===== config.mk =====
export PLATFORM = sky130hd
export DESIGN_NAME = shift_sub_divider
export DESIGN_NICKNAME = d
export VERILOG_FILES = /design/src/rtl/shift_sub_divider.sv
export SDC_FILE = /design/constraint.sdc
export NUM_CORES = 1
export LEC_CHECK = 0
export ABC_CLOCK_PERIOD_IN_PS = 3000
export CORE_ASPECT_RATIO = 1.2
export CORE_MARGIN = 10
export CORE_UTILIZATION = 46
export DETAILED_ROUTE_END_ITERATION = 8
export PLACE_DENSITY = 0.7
export SETUP_SLACK_MARGIN = 0.2
export SLEW_MARGIN = 20
export SYNTH_ARGS = -nofsm -noshare
export SYNTH_HDL_FRONTEND = slang
export SYNTH_SLANG_ARGS = --single-unit

===== constraint.sdc =====
create_clock -name clk -period 3 [get_ports clk]
set_input_delay 0.3 -clock clk [delete_from_list [all_inputs] [get_ports clk]]
set_output_delay 0.3 -clock clk [all_outputs]
set_load 0.005 [all_outputs]

===== src/rtl/shift_sub_divider.sv =====
// Unsigned restoring shift-subtract divider, one quotient bit per clock, start/finish handshake.
// Optional build macro DIV_EARLY_EXIT_EN: trivial ops (divisor==0 or dividend<divisor) skip the iteration.
module shift_sub_divider #(
  parameter int unsigned WIDTH = 16
) (
  input  logic             clk,
  input  logic             rst,
  input  logic             start,
  input  logic [WIDTH-1:0] dividend,
  input  logic [WIDTH-1:0] divisor,
  output logic [WIDTH-1:0] quotient,
  output logic [WIDTH-1:0] remainder,
  output logic             finish,
  output logic             busy
);

  localparam int unsigned CW = $clog2(WIDTH);

  typedef enum logic [1:0] {IDLE, CALC, DONE} state_t;

  state_t           state_q;
  logic [WIDTH-1:0] dvd_q;
  logic [WIDTH-1:0] dsr_q;
  logic [WIDTH-1:0] rem_q;
  logic [CW-1:0]    cnt_q;
`ifdef DIV_EARLY_EXIT_EN
  logic             early_q;
`endif

  logic [WIDTH:0]   trial;
  logic [WIDTH-1:0] diff;
  logic             qbit;
  logic [WIDTH-1:0] rem_d;
  logic [WIDTH-1:0] dvd_d;

  // The trial remainder is one bit wider than the operands; the difference fits
  // in WIDTH bits whenever it is kept, since it is then smaller than the divisor.
  always_comb begin
    trial = {rem_q, dvd_q[WIDTH-1]};
    diff  = trial[WIDTH-1:0] - dsr_q;
    qbit  = (trial >= {1'b0, dsr_q});
    rem_d = qbit ? diff : trial[WIDTH-1:0];
    dvd_d = {dvd_q[WIDTH-2:0], qbit};
  end

  always_ff @(posedge clk) begin
    if (rst) begin
      state_q   <= IDLE;
      dvd_q     <= '0;
      dsr_q     <= '0;
      rem_q     <= '0;
      cnt_q     <= '0;
      quotient  <= '0;
      remainder <= '0;
      finish    <= 1'b0;
      busy      <= 1'b0;
`ifdef DIV_EARLY_EXIT_EN
      early_q   <= 1'b0;
`endif
    end else begin
      finish <= 1'b0;
      case (state_q)
        IDLE: begin
          if (start) begin
            dvd_q   <= dividend;
            dsr_q   <= divisor;
            rem_q   <= '0;
            cnt_q   <= CW'(WIDTH - 1);
            busy    <= 1'b1;
            state_q <= CALC;
`ifdef DIV_EARLY_EXIT_EN
            early_q <= (divisor == '0) || (dividend < divisor);
`endif
          end
        end
        CALC: begin
`ifdef DIV_EARLY_EXIT_EN
          // Early exit spends a single CALC cycle so finish lands in cycle 2.
          if (early_q) begin
            quotient  <= (dsr_q == '0) ? '1 : '0;
            remainder <= dvd_q;
            finish    <= 1'b1;
            busy      <= 1'b0;
            state_q   <= DONE;
          end else
`endif
          begin
            dvd_q <= dvd_d;
            rem_q <= rem_d;
            if (cnt_q == '0) begin
              quotient  <= dvd_d;
              remainder <= rem_d;
              finish    <= 1'b1;
              busy      <= 1'b0;
              state_q   <= DONE;
            end else begin
              cnt_q <= cnt_q - 1'b1;
            end
          end
        end
        DONE: state_q <= IDLE;
        default: state_q <= IDLE;
      endcase
    end
  end

endmodule


# Yosys cells after proc, flatten, opt, wreduce, memory -nomap -nowiden
# Index checks and enable logic that the tools add are counted.
# classes
add_sub_neg	2
magnitude_cmp	1
n_eq_ne	4
muxes	15
n_bitwise	1
n_reduce_logical	10
# ops
cell	count
16-bit one-hot mux with 2 select lines	2
16-bit 2-to-1 mux	3
17-bit by 16-bit greater-or-equal comparator with 1-bit output	1
16-bit subtractor	1
4-bit 2-to-1 mux	2
4-bit one-hot mux with 2 select lines	1
2-bit AND reduction	4
2-bit != test, second input constant	3
3-bit AND reduction	2
4-bit zero test	1
2-bit 2-to-1 mux	2
2-bit one-hot mux with 2 select lines	1
4-bit by 1-bit subtractor with 4-bit output, second input constant	1
1-bit 2-to-1 mux	3
2-bit by 1-bit == test with 1-bit output, second input constant	1
2-bit zero test	1
1-bit one-hot mux with 2 select lines	1
2-bit nonzero test	1
2-bit OR reduction	1
1-bit inverter	1
# word_totals
ff_bits	88
inputBits	35
out_inout_bits	34
word_cells	42

# Longest topological paths before layout
# depth
depth_word	3
mapped_depth	12
depth_no_buf	11

# Least setup slack after synthesis
# OpenSTA, ideal clock, no wires.
# synth_path
path_kind	flip-flop to flip-flop
from	reg dsr_q[10]
to	reg remainder[5]
setup_time_ps	134
t_arrival_ps	2267
required_ps	2866
slack_ps	599
path_stages_with_launch	12
path_buffers	3
period_less_slack_ps	2401
cell_sequence	dfxtp_1 -> inv_1 -> ha_1 -> buf_6 -> a21o_1 -> a2111oi_4 -> a21oi_2 -> or2_1 -> buf_6 -> buf_6 -> o21ai_0 -> a211oi_1
# synth_via
elab_chain_cells	2
# synth_lines
item	line	rtl
from (decl)	23	logic [WIDTH-1:0] dsr_q;
from (signal assigned)	66	dsr_q <= divisor;
17-bit by 16-bit greater-or-equal comparator with 1-bit output	41	qbit = (trial >= {1'b0, dsr_q});
16-bit 2-to-1 mux	42	rem_d = qbit ? diff : trial[WIDTH-1:0];
to (signal assigned)	92	remainder <= rem_d;
to (decl)	12	output logic [WIDTH-1:0] remainder,
# Every way passes these cells.
# A chain may end at the register's enable or synchronous reset.

# Worst setup path after layout
# layout_path
from	reg rem_q[9]
to	reg remainder[1]
# layout_via
elab_chain_cells	2
# layout_lines
item	line	rtl
from (decl)	24	logic [WIDTH-1:0] rem_q;
from (signal assigned)	89	rem_q <= rem_d;
17-bit by 16-bit greater-or-equal comparator with 1-bit output	41	
16-bit 2-to-1 mux	42	
# Every way passes these cells.

==> flow_summary.toml <==
[layout]
fin_nets = 621
n_antenna_cell = 0
multi_input_area_sq_mm = 0.00231
area_growth_pct = 22.2
fin_area_sq_mm = 0.00523
fillers = 839
layout_commonest_cell = "nand2_1"
register_area_sq_mm = 0.00176
mostFrequentLayoutCells = "nand2_1 (89), dfxtp_1 (88), clkdlybuf4s50_1 (67)"
drive_gt1_share_pct = 7.33
final_util_pct = 57.5

[cts]
clk_latency_ns = 0.37
numCtsBuffers = 9
cts_htree_levels = 3
clockBufferDepth = 2
cts_tree = "built"
cts_root_buffer = "clkbuf_8"
cts.sinks = 88
clkSlewWorstSetupHoldPaths_ns = 0.09
cts_setup_buffers = 0

[yosys]
seq_area_frac_synth_pct = 41.2
synthArstFlopShare_pct = 0
syn_nets = 562
synth_edf_count = 0
synth.distinct_cells = 54
netlist_instances = 509
ys.flop_type = "dfxtp_1"
ys_warn_count = 0
ys_ff_latch = 88
avgSynthCellArea_sq_um = 8.40
netlist_area_sq_mm = 0.00427

[route]
drt-total-wl_um = 10700
drt-initial-drc-count = 187
drc = 0
vias_per_cell = 5.34
num_vias = 3699
firstDrtPassIters = 4
ant_nets = 0
detail_route.wl_per_cell_um = 15.5

[floorplanning]
coreArea_sq_mm = 0.00908
num_io_pins = 69
die_w_um = 108
start_util_pct = 47.1
die_area_sq_mm = 0.0136
dieHeight_um = 126
num_rows = 38

[timing]
clock.fmax_ghz = 0.386
slew_headroom_pct = 57.6
min_period_ns = 2.59
hold_viol = 0
slew_viol_final = 0
tightestPinTransition_ns = 0.634
setup_viol = 0
skew_ns = 0.0101
tns_ns = 0
rsz0062_at_grt = "no"
finalCritPeriodShare_pct = 86.3

[setup_path]
required_ns = 3.23
crit_chain = "ha_1 -> a21o_1 -> a2111oi_4 -> a21oi_2 -> or2_1 -> buf_4 -> mux2i_1 -> a211oi_1"
cp_data_arrival_time_ns = 2.82
critical_path.max_stage_delay_ns = 0.43
crit_fanout = 17
cp_top_family = "compound AO/OA/AOI/OAI gates"
path_class = "reg2reg"
startpoint_type = "register"
crit_path_end_kind = "register"
critical_path.slowest_cell = "a2111oi_4"
critPathBufInv = 1

[global_route]
grt_start_max_net_pins = 51
antenna_found_initial = 0
track_usage_pct = 16.0
overflow = 0
grt_pass1_wl_um = 17800
grt_pass1_vias = 3687

[placement]
portBuffers = 68
routabilityCongestion = 0.888
hpwl_um = 7960
dpl_cell_area_sq_mm = 0.00504

[pwr]
peakVddDrop_v = 0.000435
power.leakage_uw = 0.00206
power_density_mw_per_mm2 = 1010

[job]
cap_viol_max_count = 0

[status]
status = "finished, final reports clean"

[hold_path]
hp-class = "in2reg"
[worst register-to-register path, delay by kind of cell, from the launching register on]
| kind | cells | cell delay, ns |
|---|---|---|
| multiplexers | 1 | 0.26 |
| AND/OR/NAND/NOR | 1 | 0.24 |
| buffers and inverters | 1 | 0.21 |
| flip-flops | 1 | 0.42 |
| adder cells (fa/ha/maj) | 1 | 0.35 |
| AO/OA/AOI/OAI | 4 | 0.98 |
[path summary, 6_finish.rpt]
check	startpoint	endpoint	slack (ns)	depth (start not counted)
hold / removal	rst	remainder[13]	0.39	2
setup reg to reg	rem_q[9]	remainder[1]	0.41	8
setup / recovery	rem_q[9]	remainder[1]	0.41	8
hold reg to reg	dsr_q[10]	dsr_q[10]	0.46	2
[registers in the layout, summed over array words and instances (netlist names), 2 cells and up]
name,flops
dsr_q,16
dvd_q,16
quotient,16
rem_q,16
remainder,16
cnt_q,4
state_q,2
[cell usage after synthesis (3+ instances only)]
library cell,instances,area (sq um)
inv_1,22,82.6
a211oi_2,3,37.5
and2_1,8,50.1
nand2_1,89,334
dfxtp_1,88,1760
a21oi_1,47,235
mux2i_1,22,220
o21a_1,3,22.5
a21o_1,5,37.5
o21ba_1,3,30.0
a211oi_1,31,233
nor2_1,47,176
clkbuf_1,23,86.3
nor3b_1,4,30.0
xnor2_1,7,61.3
xor2_1,5,43.8
ha_1,17,213
nor3_1,8,40.0
a211o_1,5,43.8
buf_6,3,33.8
o21ai_0,21,105
or2_2,3,18.8
[metal layers]
layer  global-route usage (%)  part of all wire [%]  vias up
li1                         -                     -     1897
met1                     17.9                    41     1721
met2                     27.9                    52       65
met3                     3.85                   4.8       16
met4                     6.69                   2.3        0
met5                        0                     0        -
[report_power, final]
group          internal, uW  total, uW  switching, uW
logic                  1270       3000           1730
clock network           328        774            445
registers              1340       1490            150
total                  2940       5270           2330
[area by class of cell]
type / count / share of cell area, %
Clock buffer: 10 / 2.63
Sequential cell: 88 / 33.7
Multi-Input combinational cell: 370 / 44.2
Timing Repair Buffer: 77 / 14.2
Tap cell: 120 / 2.87
Clock inverter: 6 / 0.790
Inverter: 22 / 1.58
[metrics by stage]
step / instances / worst slack, ns / power [uW] / hold slack, ns
final: 693 / 0.410 / 5270 / 0.388
after detailed placement: 677 / 0.357 / 4490 / 0.447
after floorplan: 509 / 0.599 / 3810 / 0.434
after CTS: 693 / 0.342 / 5280 / 0.379
after global placement: 677 / 0.444 / 4450 / 0.443
after global routing: 693 / 0.220 / 5650 / 0.420
[cell families (layout without fill, tap and decap cells)]
logic type | after synthesis | in the layout | share of synthesized area [%]
flops | 88 | 88 | 41.2
mux | 22 | 22 | 5.15
xor+xnor | 12 | 12 | 2.46
simple gates | 176 | 176 | 17.9
fa+ha+maj | 18 | 18 | 5.44
buf+inv | 51 | 115 | 5.03
compound gates | 142 | 142 | 22.8
[timing repair]
action	in CTS	in global routing
gates resized for setup	0	2
hold buffers	0	0
setup endpoints to repair	0	23
No activity file was read; power rests on OpenSTA's default activity.
